==> src/rtl/param_code_lock_if.sv <==
// rtl/param_code_lock_if.sv - keypad inputs and lock status outputs of param_code_lock
interface param_code_lock_if #(
  parameter int NDIGITS = 4,
  parameter int DIGIT_W = 4
);
  logic                       ent_p;
  logic                       clr_p;
  logic                       chg_p;
  logic [DIGIT_W-1:0]         sw;
  logic [2:0]                 state_o;
  logic                       unlocked;
  logic                       lockout;
  logic [3:0]                 digit_idx;
  logic [NDIGITS*DIGIT_W-1:0] entry;
  logic [3:0]                 fail_cnt;
  logic                       ok_p;
  logic                       err_p;

  modport master (
    output ent_p, clr_p, chg_p, sw,
    input  state_o, unlocked, lockout, digit_idx, entry, fail_cnt, ok_p, err_p
  );

  modport slave (
    input  ent_p, clr_p, chg_p, sw,
    output state_o, unlocked, lockout, digit_idx, entry, fail_cnt, ok_p, err_p
  );
endinterface

==> src/rtl/param_code_lock.sv <==
// rtl/param_code_lock.sv - keypad code lock FSM with timed lockout and code change
// Define CODE_CHANGE_CONFIRM_EN to require the new code to be entered twice.
module param_code_lock #(
  parameter int NDIGITS     = 4,
  parameter int DIGIT_W     = 4,
  parameter int MAX_TRIES   = 3,
  parameter int LOCKOUT_CYC = 100000000,
  parameter logic [NDIGITS*DIGIT_W-1:0] RESET_CODE = '0
) (
  input logic              clk,
  input logic              rst,
  param_code_lock_if.slave bus
);

  localparam int CODE_W = NDIGITS * DIGIT_W;
  localparam int CNT_W  = (LOCKOUT_CYC > 1) ? $clog2(LOCKOUT_CYC) : 1;
  localparam logic [CNT_W-1:0] CNT_LOAD    = CNT_W'(LOCKOUT_CYC - 1);
  localparam logic [3:0]       LAST_IDX    = 4'(NDIGITS - 1);
  localparam logic [3:0]       MAX_TRIES_4 = 4'(MAX_TRIES);

  typedef enum logic [2:0] {
    S_LOCKED   = 3'd0,
    S_ENTER_L  = 3'd1,
    S_UNLOCKED = 3'd2,
    S_ENTER_U  = 3'd3,
    S_NEW_CODE = 3'd4,
`ifdef CODE_CHANGE_CONFIRM_EN
    S_CONFIRM  = 3'd5,
`endif
    S_LOCKOUT  = 3'd6
  } state_t;

  state_t            state_q, state_d;
  logic [CODE_W-1:0] entry_q, entry_d;
  logic [3:0]        digit_idx_q, digit_idx_d;
  logic [3:0]        fail_cnt_q, fail_cnt_d;
  logic [CODE_W-1:0] code_q, code_d;
  logic [CNT_W-1:0]  lock_cnt_q, lock_cnt_d;
  logic              ok_q, ok_d;
  logic              err_q, err_d;
  logic              unlocked_q, unlocked_d;
  logic              lockout_q, lockout_d;
`ifdef CODE_CHANGE_CONFIRM_EN
  logic [CODE_W-1:0] pending_q, pending_d;
`endif

  logic [CODE_W-1:0] assembled;
  logic [3:0]        fail_inc;
  logic              is_last;

  function automatic logic [CODE_W-1:0] put_digit(input logic [CODE_W-1:0] cur,
                                                  input logic [3:0] idx,
                                                  input logic [DIGIT_W-1:0] d);
    logic [CODE_W-1:0] r;
    r = cur;
    for (int i = 0; i < NDIGITS; i++) begin
      if (idx == 4'(i)) r[(NDIGITS-1-i)*DIGIT_W +: DIGIT_W] = d;
    end
    return r;
  endfunction

  // The last digit is compared straight from sw so the verdict needs no extra cycle.
  assign assembled = {entry_q[CODE_W-1:DIGIT_W], bus.sw};
  assign is_last   = (digit_idx_q == LAST_IDX);
  assign fail_inc  = (fail_cnt_q == 4'hf) ? 4'hf : fail_cnt_q + 4'd1;

  always_comb begin
    state_d     = state_q;
    entry_d     = entry_q;
    digit_idx_d = digit_idx_q;
    fail_cnt_d  = fail_cnt_q;
    code_d      = code_q;
    lock_cnt_d  = lock_cnt_q;
    ok_d        = 1'b0;
    err_d       = 1'b0;
`ifdef CODE_CHANGE_CONFIRM_EN
    pending_d   = pending_q;
`endif

    case (state_q)
      S_LOCKOUT: begin
        if (lock_cnt_q == '0) begin
          state_d    = S_LOCKED;
          fail_cnt_d = 4'd0;
        end else begin
          lock_cnt_d = lock_cnt_q - 1'b1;
        end
      end
      S_LOCKED: begin
        if (bus.ent_p) begin
          entry_d     = put_digit(entry_q, digit_idx_q, bus.sw);
          digit_idx_d = digit_idx_q + 4'd1;
          state_d     = S_ENTER_L;
        end
      end
      S_UNLOCKED: begin
        if (bus.ent_p) begin
          entry_d     = put_digit(entry_q, digit_idx_q, bus.sw);
          digit_idx_d = digit_idx_q + 4'd1;
          state_d     = S_ENTER_U;
        end else if (bus.chg_p) begin
          entry_d     = '0;
          digit_idx_d = 4'd0;
          state_d     = S_NEW_CODE;
        end
      end
      default: begin
        if (bus.clr_p) begin
          entry_d     = '0;
          digit_idx_d = 4'd0;
        end else if (bus.ent_p && !is_last) begin
          entry_d     = put_digit(entry_q, digit_idx_q, bus.sw);
          digit_idx_d = digit_idx_q + 4'd1;
        end else if (bus.ent_p) begin
          entry_d     = '0;
          digit_idx_d = 4'd0;
          case (state_q)
            S_ENTER_L: begin
              if (assembled == code_q) begin
                state_d    = S_UNLOCKED;
                fail_cnt_d = 4'd0;
                ok_d       = 1'b1;
              end else begin
                err_d      = 1'b1;
                fail_cnt_d = fail_inc;
                if (fail_inc == MAX_TRIES_4) begin
                  state_d    = S_LOCKOUT;
                  lock_cnt_d = CNT_LOAD;
                end else begin
                  state_d = S_LOCKED;
                end
              end
            end
            S_ENTER_U: begin
              if (assembled == code_q) begin
                state_d = S_LOCKED;
                ok_d    = 1'b1;
              end else begin
                state_d = S_UNLOCKED;
                err_d   = 1'b1;
              end
            end
`ifdef CODE_CHANGE_CONFIRM_EN
            S_NEW_CODE: begin
              pending_d = assembled;
              state_d   = S_CONFIRM;
            end
            S_CONFIRM: begin
              state_d = S_UNLOCKED;
              if (assembled == pending_q) begin
                code_d = pending_q;
                ok_d   = 1'b1;
              end else begin
                err_d  = 1'b1;
              end
            end
`else
            S_NEW_CODE: begin
              code_d  = assembled;
              state_d = S_UNLOCKED;
              ok_d    = 1'b1;
            end
`endif
            default: ;
          endcase
        end
      end
    endcase

    // Relock entry still counts as unlocked: the door is open until the code is accepted.
    unlocked_d = (state_d == S_UNLOCKED) || (state_d == S_ENTER_U) ||
`ifdef CODE_CHANGE_CONFIRM_EN
                 (state_d == S_CONFIRM) ||
`endif
                 (state_d == S_NEW_CODE);
    lockout_d  = (state_d == S_LOCKOUT);
  end

  always_ff @(posedge clk or posedge rst) begin
    if (rst) begin
      state_q     <= S_LOCKED;
      entry_q     <= '0;
      digit_idx_q <= 4'd0;
      fail_cnt_q  <= 4'd0;
      code_q      <= RESET_CODE;
      lock_cnt_q  <= '0;
      ok_q        <= 1'b0;
      err_q       <= 1'b0;
      unlocked_q  <= 1'b0;
      lockout_q   <= 1'b0;
`ifdef CODE_CHANGE_CONFIRM_EN
      pending_q   <= '0;
`endif
    end else begin
      state_q     <= state_d;
      entry_q     <= entry_d;
      digit_idx_q <= digit_idx_d;
      fail_cnt_q  <= fail_cnt_d;
      code_q      <= code_d;
      lock_cnt_q  <= lock_cnt_d;
      ok_q        <= ok_d;
      err_q       <= err_d;
      unlocked_q  <= unlocked_d;
      lockout_q   <= lockout_d;
`ifdef CODE_CHANGE_CONFIRM_EN
      pending_q   <= pending_d;
`endif
    end
  end

  assign bus.state_o   = state_q;
  assign bus.unlocked  = unlocked_q;
  assign bus.lockout   = lockout_q;
  assign bus.digit_idx = digit_idx_q;
  assign bus.entry     = entry_q;
  assign bus.fail_cnt  = fail_cnt_q;
  assign bus.ok_p      = ok_q;
  assign bus.err_p     = err_q;

endmodule
==> src/flat_wrapper.sv <==
// flat-port wrapper written by rule: the top's interface ports become plain ports
module param_code_lock_flat 
#(
  parameter int NDIGITS     = 4,
  parameter int DIGIT_W     = 4,
  parameter int MAX_TRIES   = 3,
  parameter int LOCKOUT_CYC = 100000000,
  parameter logic [NDIGITS*DIGIT_W-1:0] RESET_CODE = '0
)
  (clk, rst, bus_ent_p, bus_clr_p, bus_chg_p, bus_sw, bus_state_o, bus_unlocked, bus_lockout, bus_digit_idx, bus_entry, bus_fail_cnt, bus_ok_p, bus_err_p);
  param_code_lock_if #(.NDIGITS(NDIGITS), .DIGIT_W(DIGIT_W)) bus_i ();
  input logic clk;
  input logic rst;
  input wire logic [$bits(bus_i.ent_p)-1:0] bus_ent_p;
  input wire logic [$bits(bus_i.clr_p)-1:0] bus_clr_p;
  input wire logic [$bits(bus_i.chg_p)-1:0] bus_chg_p;
  input wire logic [$bits(bus_i.sw)-1:0] bus_sw;
  output wire logic [$bits(bus_i.state_o)-1:0] bus_state_o;
  output wire logic [$bits(bus_i.unlocked)-1:0] bus_unlocked;
  output wire logic [$bits(bus_i.lockout)-1:0] bus_lockout;
  output wire logic [$bits(bus_i.digit_idx)-1:0] bus_digit_idx;
  output wire logic [$bits(bus_i.entry)-1:0] bus_entry;
  output wire logic [$bits(bus_i.fail_cnt)-1:0] bus_fail_cnt;
  output wire logic [$bits(bus_i.ok_p)-1:0] bus_ok_p;
  output wire logic [$bits(bus_i.err_p)-1:0] bus_err_p;
  assign bus_i.ent_p = bus_ent_p;
  assign bus_i.clr_p = bus_clr_p;
  assign bus_i.chg_p = bus_chg_p;
  assign bus_i.sw = bus_sw;
  assign bus_state_o = bus_i.state_o;
  assign bus_unlocked = bus_i.unlocked;
  assign bus_lockout = bus_i.lockout;
  assign bus_digit_idx = bus_i.digit_idx;
  assign bus_entry = bus_i.entry;
  assign bus_fail_cnt = bus_i.fail_cnt;
  assign bus_ok_p = bus_i.ok_p;
  assign bus_err_p = bus_i.err_p;
  param_code_lock #(.NDIGITS(NDIGITS), .DIGIT_W(DIGIT_W), .MAX_TRIES(MAX_TRIES), .LOCKOUT_CYC(LOCKOUT_CYC), .RESET_CODE(RESET_CODE)) u_core (.clk(clk), .rst(rst), .bus(bus_i));
endmodule
==> config.mk <==
export PLATFORM = sky130hd
export DESIGN_NAME = param_code_lock_flat
export DESIGN_NICKNAME = d
export VERILOG_FILES = /design/src/rtl/param_code_lock_if.sv /design/src/rtl/param_code_lock.sv /design/src/flat_wrapper.sv
export SDC_FILE = /design/constraint.sdc
export NUM_CORES = 1
export LEC_CHECK = 0
export ABC_AREA = 1
export ABC_CLOCK_PERIOD_IN_PS = 2800
export BUFFER_PORTS_ARGS = -buffer_cell sky130_fd_sc_hd__buf_2
export CELL_PAD_IN_SITES_DETAIL_PLACEMENT = 1
export CELL_PAD_IN_SITES_GLOBAL_PLACEMENT = 2
export CORE_ASPECT_RATIO = 0.6
export CORE_UTILIZATION = 34
export CTS_CLUSTER_SIZE = 14
export DETAILED_ROUTE_END_ITERATION = 16
export PLACE_DENSITY = 0.87
export SETUP_SLACK_MARGIN = 0.15
export SLEW_MARGIN = 20
export SYNTH_ARGS = -nofsm -noshare
export SYNTH_HDL_FRONTEND = slang
export SYNTH_SLANG_ARGS = --single-unit
==> constraint.sdc <==
create_clock -name clk -period 2.8 [get_ports clk]
set_input_delay 0.7 -clock clk [delete_from_list [all_inputs] [get_ports clk]]
set_output_delay 0.7 -clock clk [all_outputs]
set_load 0.05 [all_outputs]
==> run_results.csv <==
group,metric,value,unit
pwr,p_leak,2.350,nW
synth,yosysWarnings,0,
cells_and_area,synthToLayoutAreaGrowth,15.84,%
cells_and_area,fin_nets,623,
synth,synth-edff-count,0,
pwr,peakVddDrop,0.3089,mV
floorplan,ioPinCount,40,
setup_path,worstPathArrival,2.60,ns
floorplan,fp.dieH,88.19,um
floorplan,rows,31,
setup_path,crit_path_start_kind,"flip-flop",
route,drt_iter0_drc,275,
synth,synth_cells,565,
clock_network,cts_tree,"built",
synth,async_reset_ff_frac,1.000,
route,vias,3823,
route,routedWlPerCell,15.84,um
clock_network,clock_latency,0.33,ns
clock_network,path_clk_slew,0.06,ns
synth,yosysSeqAreaShare,0.4400,
setup_path,crit_fanout,20,
pwr,power.density,776.0,mW/mm2
grt,antenna_found_initial,0,
flow_run,drv_cap,0,
grt,grtUsageTotal,0.2081,
clock_network,holdBufCountCts,0,
clock_network,cts-resized-gates,0,
cells_and_area,instances_no_fill,777,
setup_path,endpoint_kind,"flip-flop",
sta,setup_viol,0,
sta,clock-skew-final,0.007498,ns
floorplan,start_util,0.3489,
synth,avgSynthCellArea,7.450,um2
worst_hold_path,hp-class,"in2async",
cells_and_area,most-common-layout-cells,"151 x nand2_1, 76 x nor2_1, 74 x dfrtp_1, 66 x inv_1, 44 x o21ai_0",
synth,ys.flop_type,"dfrtp_1",
synth,ys_types,35,
route,ant_nets,0,
sta,hold_ws,0.4494,ns
clock_network,clock_sinks,74,
sta,worstMarginPinSlew,0.6593,ns
floorplan,dieArea,0.01284,mm2
floorplan,core_area,0.01206,mm2
clock_network,h-tree-depth,3,
cells_and_area,n_antenna_cell,0,
clock_network,cts.path.max_buffers,2,
sta,period_share,0.8591,
cells_and_area,stdcell_area,0.004876,mm2
setup_path,path_class,"reg2reg",
route,remaining_drc_errors,0,
placed_design,placed_cells,762,
grt,grt_max_degree,75,
sta,rsz0062_at_grt,"true",
route,drt_wl_total,12310,um
setup_path,crit_required,2.99,ns
clock_network,post_cts_buffers,0,
synth,synthesis.nets,580,
pwr,power,3.784,mW
grt,grt_pass1_wl,20450,um
status,status,"finished, final reports clean",
placed_design,dp_hpwl,9185,um
cells_and_area,layout_commonest_cell,"nand2_1",
cells_and_area,fillers,1500,
route,firstDrtPassIters,4,
grt,overflow,0,
synth,ys_ff_latch,74,
sta,hold_violations,0,
placed_design,place.port_buffers,39,
placed_design,gp_congestion,0.8348,
grt,grt_pass1_vias,3810,
clock_network,cts_root_buffer,"clkbuf_16",
sta,fin_crit,2.405,ns
placed_design,post_dp_cell_area,0.004587,mm2
synth,syn_area,0.004209,mm2
clock_network,cts_buffers,9,
floorplan,die_w,145.6,um
sta,slew_headroom,0.5600,
sta,drv_slew,0,
sta,timing.fmax,0.4157,GHz
route,viasPerCell,4.920,
cells_and_area,drive_gt1_frac,0.1405,
sta,finalSetupTns,0,ns
-- metrics by stage --
stage	util	setup slack, ns
finish	0.4042	0.3947
global route	0.4042	0.1476
CTS	0.4040	0.2612
detailed placement	0.3803	0.3165
global placement	0.3803	0.4099
floorplan	-	0.2184
-- registers in the layout, indices dropped and copies added (netlist names) --
signal,cells
u_core.bus.digit_idx,4
u_core.bus.entry,16
u_core.bus.err_p,1
u_core.bus.fail_cnt,4
u_core.bus.lockout,1
u_core.bus.ok_p,1
u_core.bus.state_o,3
u_core.bus.unlocked,1
u_core.code_q,16
u_core.lock_cnt_q,27
-- cell families after synthesis --
family          after synthesis  synth area share
buf+inv                      88           0.08531
simple gates                297            0.3118
xor+xnor                     11           0.02289
flops                        74            0.4400
compound gates               89            0.1222
fa+ha+maj                     6           0.01784
-- power breakdown --
group / total [mW] / switching [mW] / internal [mW]
logic: 1.12 / 0.786 / 0.339
registers: 1.51 / 0.240 / 1.27
clock network: 1.15 / 0.440 / 0.707
total: 3.78 / 1.47 / 2.32
-- routing by layer --
metal,vias up,routed length [um],part of all wire,track usage
li1,1902,-,-,-
met3,6,528,0.043,0.05208
met4,0,76,0.0062,0.05263
met5,-,0,0,0
met2,60,4908,0.40,0.2941
met1,1855,6797,0.55,0.3126
-- worst max-delay path, stage by stage (launching register included) --
cell and delay [ns]:
dfrtp_1 0.45, ha_1 0.29, inv_1 0.09, o21ai_1 0.06
a21oi_1 0.22, nand2_1 0.08, nor2_1 0.20, nand4_1 0.14
nand2_2 0.10, nand2_4 0.07, buf_4 0.22, o21ai_0 0.23
nand3_1 0.11
-- area by class of cell --
class	instances	area [um2]	area share
multi-input combinational	403	1998	0.4098
sequential	74	1852	0.3798
inverter	76	287.8	0.05902
clock buffer	12	246.5	0.05055
timing repair buffer	44	245.2	0.05030
tap	165	206.4	0.04234
clock inverter	3	40.04	0.008211
-- worst paths after layout --
path                                             start                    to  slack, ns  cells past startpoint
worst min register to register        u_core.code_q[1]      u_core.code_q[1]       0.52                      2
worst max-delay path            u_core.bus.fail_cnt[0]  u_core.lock_cnt_q[5]       0.39                     12
max in group asynchronous                          rst      u_core.bus.err_p       2.03                      3
min in group clk                      u_core.code_q[1]      u_core.code_q[1]       0.52                      2
worst min-delay path                               rst   u_core.bus.entry[1]       0.45                      3
worst max register to register  u_core.bus.fail_cnt[0]  u_core.lock_cnt_q[5]       0.39                     12
-- cell usage after synthesis, types with 2 or more instances --
cell type / n / area, um2
clkbuf_1: 4 / 15.01
nand4_1: 10 / 62.56
dfrtp_1: 74 / 1852
nor3_1: 10 / 50.05
nor2_4: 3 / 33.78
xor2_1: 10 / 87.58
ha_1: 6 / 75.07
nand2_1: 151 / 566.8
o31ai_1: 4 / 30.03
nand3b_1: 6 / 45.04
a21oi_1: 13 / 65.06
nand3_2: 4 / 40.04
buf_2: 5 / 25.02
nand2_2: 3 / 18.77
inv_1: 67 / 251.5
inv_2: 9 / 33.78
o21a_1: 2 / 15.01
nand3_1: 24 / 120.1
nor2_1: 76 / 285.3
a211oi_1: 12 / 90.09
nor2_2: 4 / 25.02
o21ai_0: 44 / 220.2
o21ai_1: 10 / 50.05
buf_6: 3 / 33.78
No activity file was read; power rests on OpenSTA's default activity.
